$ cat src/rtl/tone_pkg.sv
// Shared types for the queued tone player: FIFO entry layout, FSM states
// and the note-range clamp applied on the way to the speaker driver.
package tone_pkg;
  typedef logic [7:0] note_t;

  typedef struct packed {
    note_t      note;
    logic [7:0] dur;
  } tone_entry_t;

  typedef enum logic [1:0] {IDLE, PLAY, GAP} seq_state_t;

  localparam int unsigned MAX_NOTE = 36;

  // Out-of-range indices stay in the queue untouched but sound as a rest.
  function automatic note_t clamp_note(input note_t n);
    return (n > note_t'(MAX_NOTE)) ? '0 : n;
  endfunction
endpackage

$ cat src/rtl/tone_fifo.sv
// Synchronous FIFO of tone entries with flush; FULL/EMPTY are registered.
// A push into a full FIFO is accepted only when a pop frees a slot that cycle.
module tone_fifo
  import tone_pkg::*;
#(
  parameter int unsigned DEPTH = 16
) (
  input  logic        clk_i,
  input  logic        rst_ni,
  input  logic        push_i,
  input  logic        pop_i,
  input  logic        flush_i,
  input  tone_entry_t wdata_i,
  output tone_entry_t rdata_o,
  output logic        full_o,
  output logic        empty_o
);
  localparam int unsigned AW = $clog2(DEPTH);

  tone_entry_t   mem_q [DEPTH];
  logic [AW-1:0] wr_ptr_q, rd_ptr_q;
  logic [AW:0]   cnt_q, cnt_d;
  logic          full_q, empty_q;
  logic          do_push, do_pop;

  assign do_pop  = pop_i && !empty_q && !flush_i;
  assign do_push = push_i && !flush_i && (!full_q || do_pop);

  always_comb begin
    cnt_d = cnt_q;
    if (flush_i)                cnt_d = '0;
    else if (do_push && !do_pop) cnt_d = cnt_q + 1'b1;
    else if (!do_push && do_pop) cnt_d = cnt_q - 1'b1;
  end

  always_ff @(posedge clk_i or negedge rst_ni) begin
    if (!rst_ni) begin
      wr_ptr_q <= '0;
      rd_ptr_q <= '0;
      cnt_q    <= '0;
      full_q   <= 1'b0;
      empty_q  <= 1'b1;
    end else begin
      if (flush_i) begin
        wr_ptr_q <= '0;
        rd_ptr_q <= '0;
      end else begin
        if (do_push) wr_ptr_q <= wr_ptr_q + 1'b1;
        if (do_pop)  rd_ptr_q <= rd_ptr_q + 1'b1;
      end
      cnt_q   <= cnt_d;
      full_q  <= (cnt_d == (AW+1)'(DEPTH));
      empty_q <= (cnt_d == '0);
    end
  end

  always_ff @(posedge clk_i) begin
    if (do_push) mem_q[wr_ptr_q] <= wdata_i;
  end

  assign rdata_o = mem_q[rd_ptr_q];
  assign full_o  = full_q;
  assign empty_o = empty_q;
endmodule

$ cat src/rtl/tone_sequencer.sv
// Queued note player: pops {note, dur} entries and drives KEYS for dur ticks,
// followed by an optional silent gap, chaining entries without idle cycles.
module tone_sequencer
  import tone_pkg::*;
#(
  parameter int unsigned CLK_HZ     = 50_000_000,
  parameter int unsigned TICK_DIV   = 500_000,
  parameter int unsigned FIFO_DEPTH = 16,
  parameter int unsigned GAP_TICKS  = 1
) (
  input  logic       CLK,
  input  logic       RST_N,
  input  logic [7:0] NOTE_IN,
  input  logic [7:0] DUR_IN,
  input  logic       WR_EN,
  input  logic       STOP,
  input  logic       CLR_OVF,
  output logic [7:0] KEYS,
  output logic       BUSY,
  output logic       FULL,
  output logic       EMPTY,
  output logic       OVERFLOW,
  output logic       DONE
);
  localparam int unsigned TW = (TICK_DIV > 1) ? $clog2(TICK_DIV) : 1;
  localparam int unsigned GW = (GAP_TICKS > 0) ? $clog2(GAP_TICKS + 1) : 1;
  localparam logic [TW-1:0] TICK_LAST = TW'(TICK_DIV - 1);
  localparam logic [GW-1:0] GAP_LOAD  = GW'(GAP_TICKS);
  localparam bit            HAS_GAP   = (GAP_TICKS > 0);

  if (TICK_DIV < 1 || CLK_HZ == 0 || FIFO_DEPTH < 2 ||
      (FIFO_DEPTH & (FIFO_DEPTH - 1)) != 0) begin : g_bad_cfg
    $error("tone_sequencer: illegal parameter set");
  end

  seq_state_t    state_q, state_d;
  logic [TW-1:0] tick_q;
  logic [7:0]    dur_q;
  logic [GW-1:0] gap_q;
  logic [7:0]    keys_q, keys_d;
  logic          done_q, done_d, ovf_q, ovf_d;

  tone_entry_t head, wentry;
  logic        fifo_full, fifo_empty, pop;
  logic        tick_wrap, zero_ent, note_end, gap_end, advance;

  assign wentry = '{note: NOTE_IN, dur: DUR_IN};

  tone_fifo #(.DEPTH(FIFO_DEPTH)) u_fifo (
    .clk_i   (CLK),
    .rst_ni  (RST_N),
    .push_i  (WR_EN && !STOP),
    .pop_i   (pop),
    .flush_i (STOP),
    .wdata_i (wentry),
    .rdata_o (head),
    .full_o  (fifo_full),
    .empty_o (fifo_empty)
  );

  // "advance" marks the point where the next entry may be taken: idle, the
  // one-cycle zero-duration slot, or the end of the note/gap.
  assign tick_wrap = (tick_q == TICK_LAST);
  assign zero_ent  = (state_q == PLAY) && (dur_q == '0);
  assign note_end  = (state_q == PLAY) && tick_wrap && (dur_q == 8'd1);
  assign gap_end   = (state_q == GAP) && tick_wrap && (gap_q == GW'(1));
  assign advance   = (state_q == IDLE) || zero_ent || gap_end || (note_end && !HAS_GAP);
  assign pop       = !STOP && advance && !fifo_empty;

  always_ff @(posedge CLK or negedge RST_N) begin
    if (!RST_N) state_q <= IDLE;
    else        state_q <= state_d;
  end

  always_comb begin
    state_d = state_q;
    if (STOP) begin
      state_d = IDLE;
    end else if (advance) begin
      state_d = fifo_empty ? IDLE : PLAY;
    end else if (note_end) begin
      state_d = GAP;
    end
  end

  always_comb begin
    keys_d = keys_q;
    if (STOP)                               keys_d = '0;
    else if (pop)                           keys_d = (head.dur == '0) ? '0 : clamp_note(head.note);
    else if (note_end || state_d == IDLE)   keys_d = '0;
    done_d = !STOP && advance && fifo_empty && (state_q != IDLE);
    ovf_d  = ovf_q;
    if (CLR_OVF)                       ovf_d = 1'b0;
    if (WR_EN && fifo_full && !pop)    ovf_d = 1'b1;
  end

  always_ff @(posedge CLK or negedge RST_N) begin
    if (!RST_N) begin
      tick_q <= '0;
      dur_q  <= '0;
      gap_q  <= '0;
      keys_q <= '0;
      done_q <= 1'b0;
      ovf_q  <= 1'b0;
    end else begin
      keys_q <= keys_d;
      done_q <= done_d;
      ovf_q  <= ovf_d;
      if (STOP) begin
        tick_q <= '0;
        dur_q  <= '0;
        gap_q  <= '0;
      end else if (pop) begin
        tick_q <= '0;
        dur_q  <= head.dur;
      end else if (state_q == PLAY && dur_q != '0) begin
        if (tick_wrap) begin
          tick_q <= '0;
          dur_q  <= dur_q - 8'd1;
          if (note_end && HAS_GAP) gap_q <= GAP_LOAD;
        end else begin
          tick_q <= tick_q + 1'b1;
        end
      end else if (state_q == GAP) begin
        if (tick_wrap) begin
          tick_q <= '0;
          if (gap_q != '0) gap_q <= gap_q - 1'b1;
        end else begin
          tick_q <= tick_q + 1'b1;
        end
      end
    end
  end

  assign KEYS     = keys_q;
  assign BUSY     = (state_q != IDLE);
  assign FULL     = fifo_full;
  assign EMPTY    = fifo_empty;
  assign OVERFLOW = ovf_q;
  assign DONE     = done_q;
endmodule
$ cat config.mk
export PLATFORM = sky130hd
export DESIGN_NAME = tone_sequencer
export DESIGN_NICKNAME = d
export VERILOG_FILES = /design/src/rtl/tone_pkg.sv /design/src/rtl/tone_fifo.sv /design/src/rtl/tone_sequencer.sv
export SDC_FILE = /design/constraint.sdc
export NUM_CORES = 1
export LEC_CHECK = 0
export CORE_ASPECT_RATIO = 2
export CORE_UTILIZATION = 60
export DETAILED_ROUTE_END_ITERATION = 8
export PLACE_DENSITY = 0.88
export REMOVE_ABC_BUFFERS = 1
export SLEW_MARGIN = 40
export SYNTH_ARGS = -nofsm -noshare
export SYNTH_HDL_FRONTEND = slang
export SYNTH_SLANG_ARGS = --single-unit
$ cat constraint.sdc
create_clock -name CLK -period 6.1 [get_ports CLK]
set_input_delay 1.83 -clock CLK [delete_from_list [all_inputs] [get_ports CLK]]
set_output_delay 1.83 -clock CLK [all_outputs]
set_load 0.02 [all_outputs]
# Word level (Yosys, flattened, before mapping)
# Memories as Yosys holds them, arrays and structs flattened.
# Cells that the tools add are included.
[word_totals] regBits=55 mem_bits_rw=256 inputBits=21 elab_cells=113 n_memories=1
[mem_list] memory="u_fifo.mem_q" words=16 width=16 rd=1 rd_ports_with_merged_regs=0 wr=1 line="tone_fifo.sv:20" rtl="tone_entry_t mem_q [DEPTH];"
[op_classes] add_sub_neg=7 order_cmp=1 eq_ne=9 n_mux=37 reduce_logical=46
[op_table] cell="2-to-1 mux 19 bit" count=5
[op_table] cell="2-to-1 mux 8 bit" count=9
[op_table] cell="adder 19 x 1 -> 19 bit, second input constant" count=1
[op_table] cell="== test 19 bit, second input constant" count=1
[op_table] cell="logical AND 1 bit" count=19
[op_table] cell="zero test 8 bit" count=2
[op_table] cell="2-to-1 mux 4 bit" count=4
[op_table] cell="2-to-1 mux 5 bit" count=3
[op_table] cell="2-to-1 mux 1 bit" count=13
[op_table] cell="nonzero test 3 bit" count=4
[op_table] cell="!= test 3 bit, second input constant" count=3
[op_table] cell="adder 4 x 1 -> 4 bit, second input constant" count=2
[op_table] cell="== test 8 x 1 -> 1 bit, second input constant" count=1
[op_table] cell="> comparator 8 x 6 -> 1 bit, second input constant" count=1
[op_table] cell="nonzero test 2 bit" count=4
[op_table] cell="nonzero test 8 bit" count=1
[op_table] cell="subtractor 8 x 1 -> 8 bit, second input constant" count=1
[op_table] cell="zero test 1 bit" count=6
[op_table] cell="2-to-1 mux 2 bit" count=3
[op_table] cell="adder 5 x 1 -> 5 bit, second input constant" count=1
[op_table] cell="== test 5 bit, second input constant" count=1
[op_table] cell="zero test 5 bit" count=1
[op_table] cell="AND reduction 5 bit" count=1
[op_table] cell="subtractor 5 x 1 -> 5 bit, second input constant" count=1
[op_table] cell="8 further kinds" count=12

# Depth between registers and ports, before layout
[logic_depth] depth_word=16 ltp_mapped=10 ltp_nobuf=9

# Cells and area by module
# A second synthesis with hierarchy kept.
[hier_totals] cells_unflattened=849 area_unflattened_um2=13262.7
[modules_own_cells] mod="tone_fifo" instances=1 cells_per_inst=590 area_each_um2=10811.6 seq_area_each_um2=8064.0
[modules_own_cells] mod="tone_sequencer" instances=1 cells_per_inst=259 area_each_um2=2451.1 seq_area_each_um2=1001.0

# Least setup slack after synthesis
# No wires, ideal clock.
[synth_path] path_type="input port to flip-flop" from="input STOP" to="memory u_fifo.mem_q[0][0] in the netlist's numbering, enable pin" setup_time_ps=409 arrival_ps=4094 slack_ps=1597 stages=8 n_path_buf=1 path_cell_list="nor2_1 > nand3_1 > nor4_4 > buf_4 > o31a_2 > and2b_1 > nand2_1 > nor3_1"
[synth_between] elab_chain_len=9 word_cells_on_any_way=11
[synth_lines] element="from (decl)" line="tone_sequencer.sv:16" rtl="input logic STOP,"
[synth_lines] element="zero test 1 bit (*)"
[synth_lines] element="logical AND 1 bit (2 in series)" line="tone_sequencer.sv:68" rtl="assign pop = !STOP && advance && !fifo_empty;"
[synth_lines] element="logical AND 1 bit (2 in series)" line="tone_fifo.sv:26" rtl="assign do_pop = pop_i && !empty_q && !flush_i;"
[synth_lines] element="logical OR 1 bit" line="tone_fifo.sv:27" rtl="assign do_push = push_i && !flush_i && (!full_q || do_pop);"
[synth_lines] element="logical AND 1 bit (*)" line="tone_fifo.sv:27"
[synth_lines] element="2-to-1 mux 1 bit (*)" line="tone_fifo.sv:58" rtl="if (do_push) mem_q[wr_ptr_q] <= wdata_i;"
[synth_lines] element="2-to-1 mux 1 bit (not written as such) (*)" line="tone_fifo.sv:58"
[synth_lines] element="to (decl)" line="tone_fifo.sv:20"
# Mark *: on every way between the ends. The rest lies on a longest branch, timed or not.

# Worst setup path after layout
[layout_path] from="input STOP" to="memory u_fifo.mem_q[0][1] in the netlist's numbering, enable pin"
# The elaborated chain is that of the path after synthesis.

==> impl_metrics.csv <==
group,metric,value,unit
run_status,status,"finished clean",
timing,slew-limit-headroom,47.8,%
synthesis,synth_seq_cells,311,
synthesis,syn_area,12800,um2
pwr,ir_drop,0.000286,V
worst_setup_path,worstSetupPathType,"input pin to flop",
layout,diodes,0,
detailed_routing,drt_first_pass_iters,5,
floorplanning,die_w,105,um
clocking,clkLatencyLatePin,0.54,ns
floorplanning,pin_count,34,
synthesis,syn_inst,773,
floorplanning,rows,75,
synthesis,synth-async-reset-ratio,17.7,%
synthesis,yosysSeqAreaShare,70.7,%
timing,finalHoldViolCount,0,
timing,fin_crit,4.55,ns
clocking,cts_max_path_buffers,3,
global_routing,grt_util_all_layers,27.2,%
layout,fin_area,14400,um2
detailed_routing,vias_per_cell,6.66,
placement,globalplace.congestion,0.896,
clocking,path_clk_slew,0.07,ns
pwr,p_comb_share,21.5,%
placement,numPortBuffers,33,
floorplanning,dieArea,22000,um2
pwr,internal_power,0.00377,W
clocking,cts_hold_buffers,0,
timing,final-setup-viol-count,0,
timing,final.setup.tns,0,ns
detailed_routing,wire_per_inst,26.0,um
timing,drv_slew,0,
detailed_routing,routed_wl,28600,um
timing,period_share,74.6,%
layout,layout-drive-gt1-share,18.9,%
detailed_routing,vias,7330,
detailed_routing,first_iter_violations,898,
clocking,post_cts_resized,0,
global_routing,grt_overflow,0,
floorplanning,initial_core_util,61.3,%
layout,layout_commonest_cell,"edfxtp_1",
worst_setup_path,crit_path_max_fanout,12,
layout,syn_to_final_growth,11.9,%
layout,layout_common_cells,"edfxtp_1 (256), mux4_2 (55), nor2_1 (53)",
timing,rsz0062_at_grt,"no",
timing,fin_worst_skew,0.0128,ns
hold_path,hp-class,"flop to flop",
run,maxCapViolCount,0,
clocking,clock-sinks,311,
clocking,numCtsBuffers,25,
clocking,cts_tree,"built",
clocking,postCtsSetupBuffers,0,
floorplanning,die_h,209,um
worst_setup_path,worst_ep_required_time,6.33,ns
placement,place_area,13500,um2
synthesis,yosysUniqueCellTypes,69,
pwr,switching_power,0.00149,W
pwr,p_per_area,367,nW/um2
detailed_routing,postRouteAntennaNets,0,
worst_setup_path,crit_arrival,4.79,ns
synthesis,ys_warn_count,0,
worst_setup_path,end_kind,"flop",
placement,post-place-ws,1.04,ns
worst_setup_path,rrSetupSlack,2.34,ns
global_routing,grt_pass1_vias,7555,
worst_setup_path,crit_path_start_kind,"input pin",
pwr,leakage,4.79,nW
pwr,p_clk_share,30.9,%
pwr,swShare,28.4,%
timing,setup_slack,1.55,ns
synthesis,syn_area_per_cell,16.6,um2
synthesis,synthFlopType,"edfxtp_1",
global_routing,grt_pass1_wl,43900,um
global_routing,antenna_found_initial,0,
timing,worst_pin_slew,0.780,ns
placement,dp_hpwl,18700,um
global_routing,grt_max_degree,56,
layout,fin_nets,845,
clocking,cts_max_level,1,
floorplanning,coreArea,20900,um2
pwr,p_seq_share,47.6,%
synthesis,synth_edf_count,256,
detailed_routing,drc,0,
timing,timing.fmax,0.220,GHz
clocking,root_buffer,"clkbuf_16",
[cells by family (layout without fill, tap and decap cells)]
family | after synthesis | after routing | share of synthesized area [%]
AOI/OAI and AO/OA | 119 | 119 | 6.48
xor gates and xnor gates | 16 | 16 | 1.09
adders and majority gates | 10 | 10 | 0.976
buffers and inverters | 50 | 109 | 2.12
DFF | 311 | 311 | 70.7
muxes | 61 | 61 | 10.4
and+or+nand+nor | 206 | 206 | 8.23
[final cells by class]
type / instances / area [um2]
Inverter: 14 / 52.6
Timing Repair Buffer: 50 / 478
Fill cell: 1286 / 6570
Clock buffer: 26 / 629
Clock inverter: 19 / 185
Multi-Input combinational cell: 412 / 3600
Tap cell: 269 / 337
Sequential cell: 311 / 9070
[stage by stage]
stage / total power (W) / hold WS [ns] / cells / utilization [%]
floorplan: 0.00332 / 0.468 / 737 / -
global placement: 0.00359 / 0.478 / 1055 / 64.3
detailed placement: 0.00365 / 0.484 / 1056 / 64.5
CTS: 0.00526 / 0.504 / 1101 / 68.4
global route: 0.00544 / 0.517 / 1101 / 68.6
finish: 0.00527 / 0.496 / 1101 / 68.6
[state kept, by name (all words and copies together), names as in the netlist]
| register | flops |
|---|---|
| DONE | 1 |
| KEYS | 8 |
| OVERFLOW | 1 |
| dur_q | 8 |
| gap_q | 1 |
| state_q | 2 |
| tick_q | 19 |
| u_fifo.cnt_q | 5 |
| u_fifo.empty_o | 1 |
| u_fifo.full_o | 1 |
| u_fifo.mem_q | 256 |
| u_fifo.rd_ptr_q | 4 |
| u_fifo.wr_ptr_q | 4 |
[layer usage]
metal | GRT usage [%] | vias up | wire length [um]
met5 | 0 | - | 0
met4 | 17.4 | 0 | 1830
met3 | 2.99 | 99 | 1790
met2 | 48.0 | 403 | 15500
met1 | 31.4 | 3710 | 9530
li1 | - | 3118 | -
[Yosys cell counts (all sizes together) (2+ instances only)]
library cell	instances	area, um2
edfxtp	256	7690
nor2	67	254
mux4	57	1290
dfrtp	54	1350
nand2	43	164
a21oi	28	144
o21ai	28	148
a22oi	26	205
buf	26	181
nor3	26	140
inv	14	52.6
xnor2	13	114
nand3	12	60.1
clkbuf	10	37.5
ha	10	125
a211oi	9	67.6
and3	8	50.1
nor2b	8	50.1
nor4	8	92.6
a32o	6	60.1
nand4	6	37.5
or3	6	37.5
o31ai	5	37.5
nand2b	4	25.0
nor3b	4	35.0
or2	4	25.0
a221oi	3	43.8
and2	3	18.8
xor2	3	26.3
a22o	2	17.5
a2bb2oi	2	17.5
mux2	2	26.3
mux2i	2	20.0
nand3b	2	15.0
[power by group through the flow]
stage / combinational, W / sequential [W] / clock, W
2_1_floorplan: 0.000724 / 0.00259 / 0
4_1_cts: 0.00112 / 0.00250 / 0.00164
6_report: 0.00113 / 0.00251 / 0.00163
5_1_grt: 0.00121 / 0.00252 / 0.00171
3_3_place_gp: 0.00100 / 0.00259 / 0
3_5_place_dp: 0.00110 / 0.00255 / 0
[worst paths after layout]
kind | startpoint | end | cells past startpoint
max | STOP | u_fifo.mem_q[0][1] | 9
min | KEYS[6] | KEYS[6] | 1
max reg2reg | dur_q[0] | u_fifo.mem_q[0][1] | 10
min reg2reg | KEYS[6] | KEYS[6] | 1
max in group asynchronous | RST_N | u_fifo.rd_ptr_q[0] | 2
min in group asynchronous | RST_N | u_fifo.cnt_q[0] | 2
[critical path, cell delays in order]
cell and delay (ns):
clkdlybuf4s50_1 0.45, nor2_1 0.14, nand3_1 0.13, nor4_4 0.53, o31a_2 0.32, and2b_1 0.22, nand2_1 0.24, nor3_2 0.58
buf_4 0.34
Note: power is estimated with default switching activity, not from simulation.
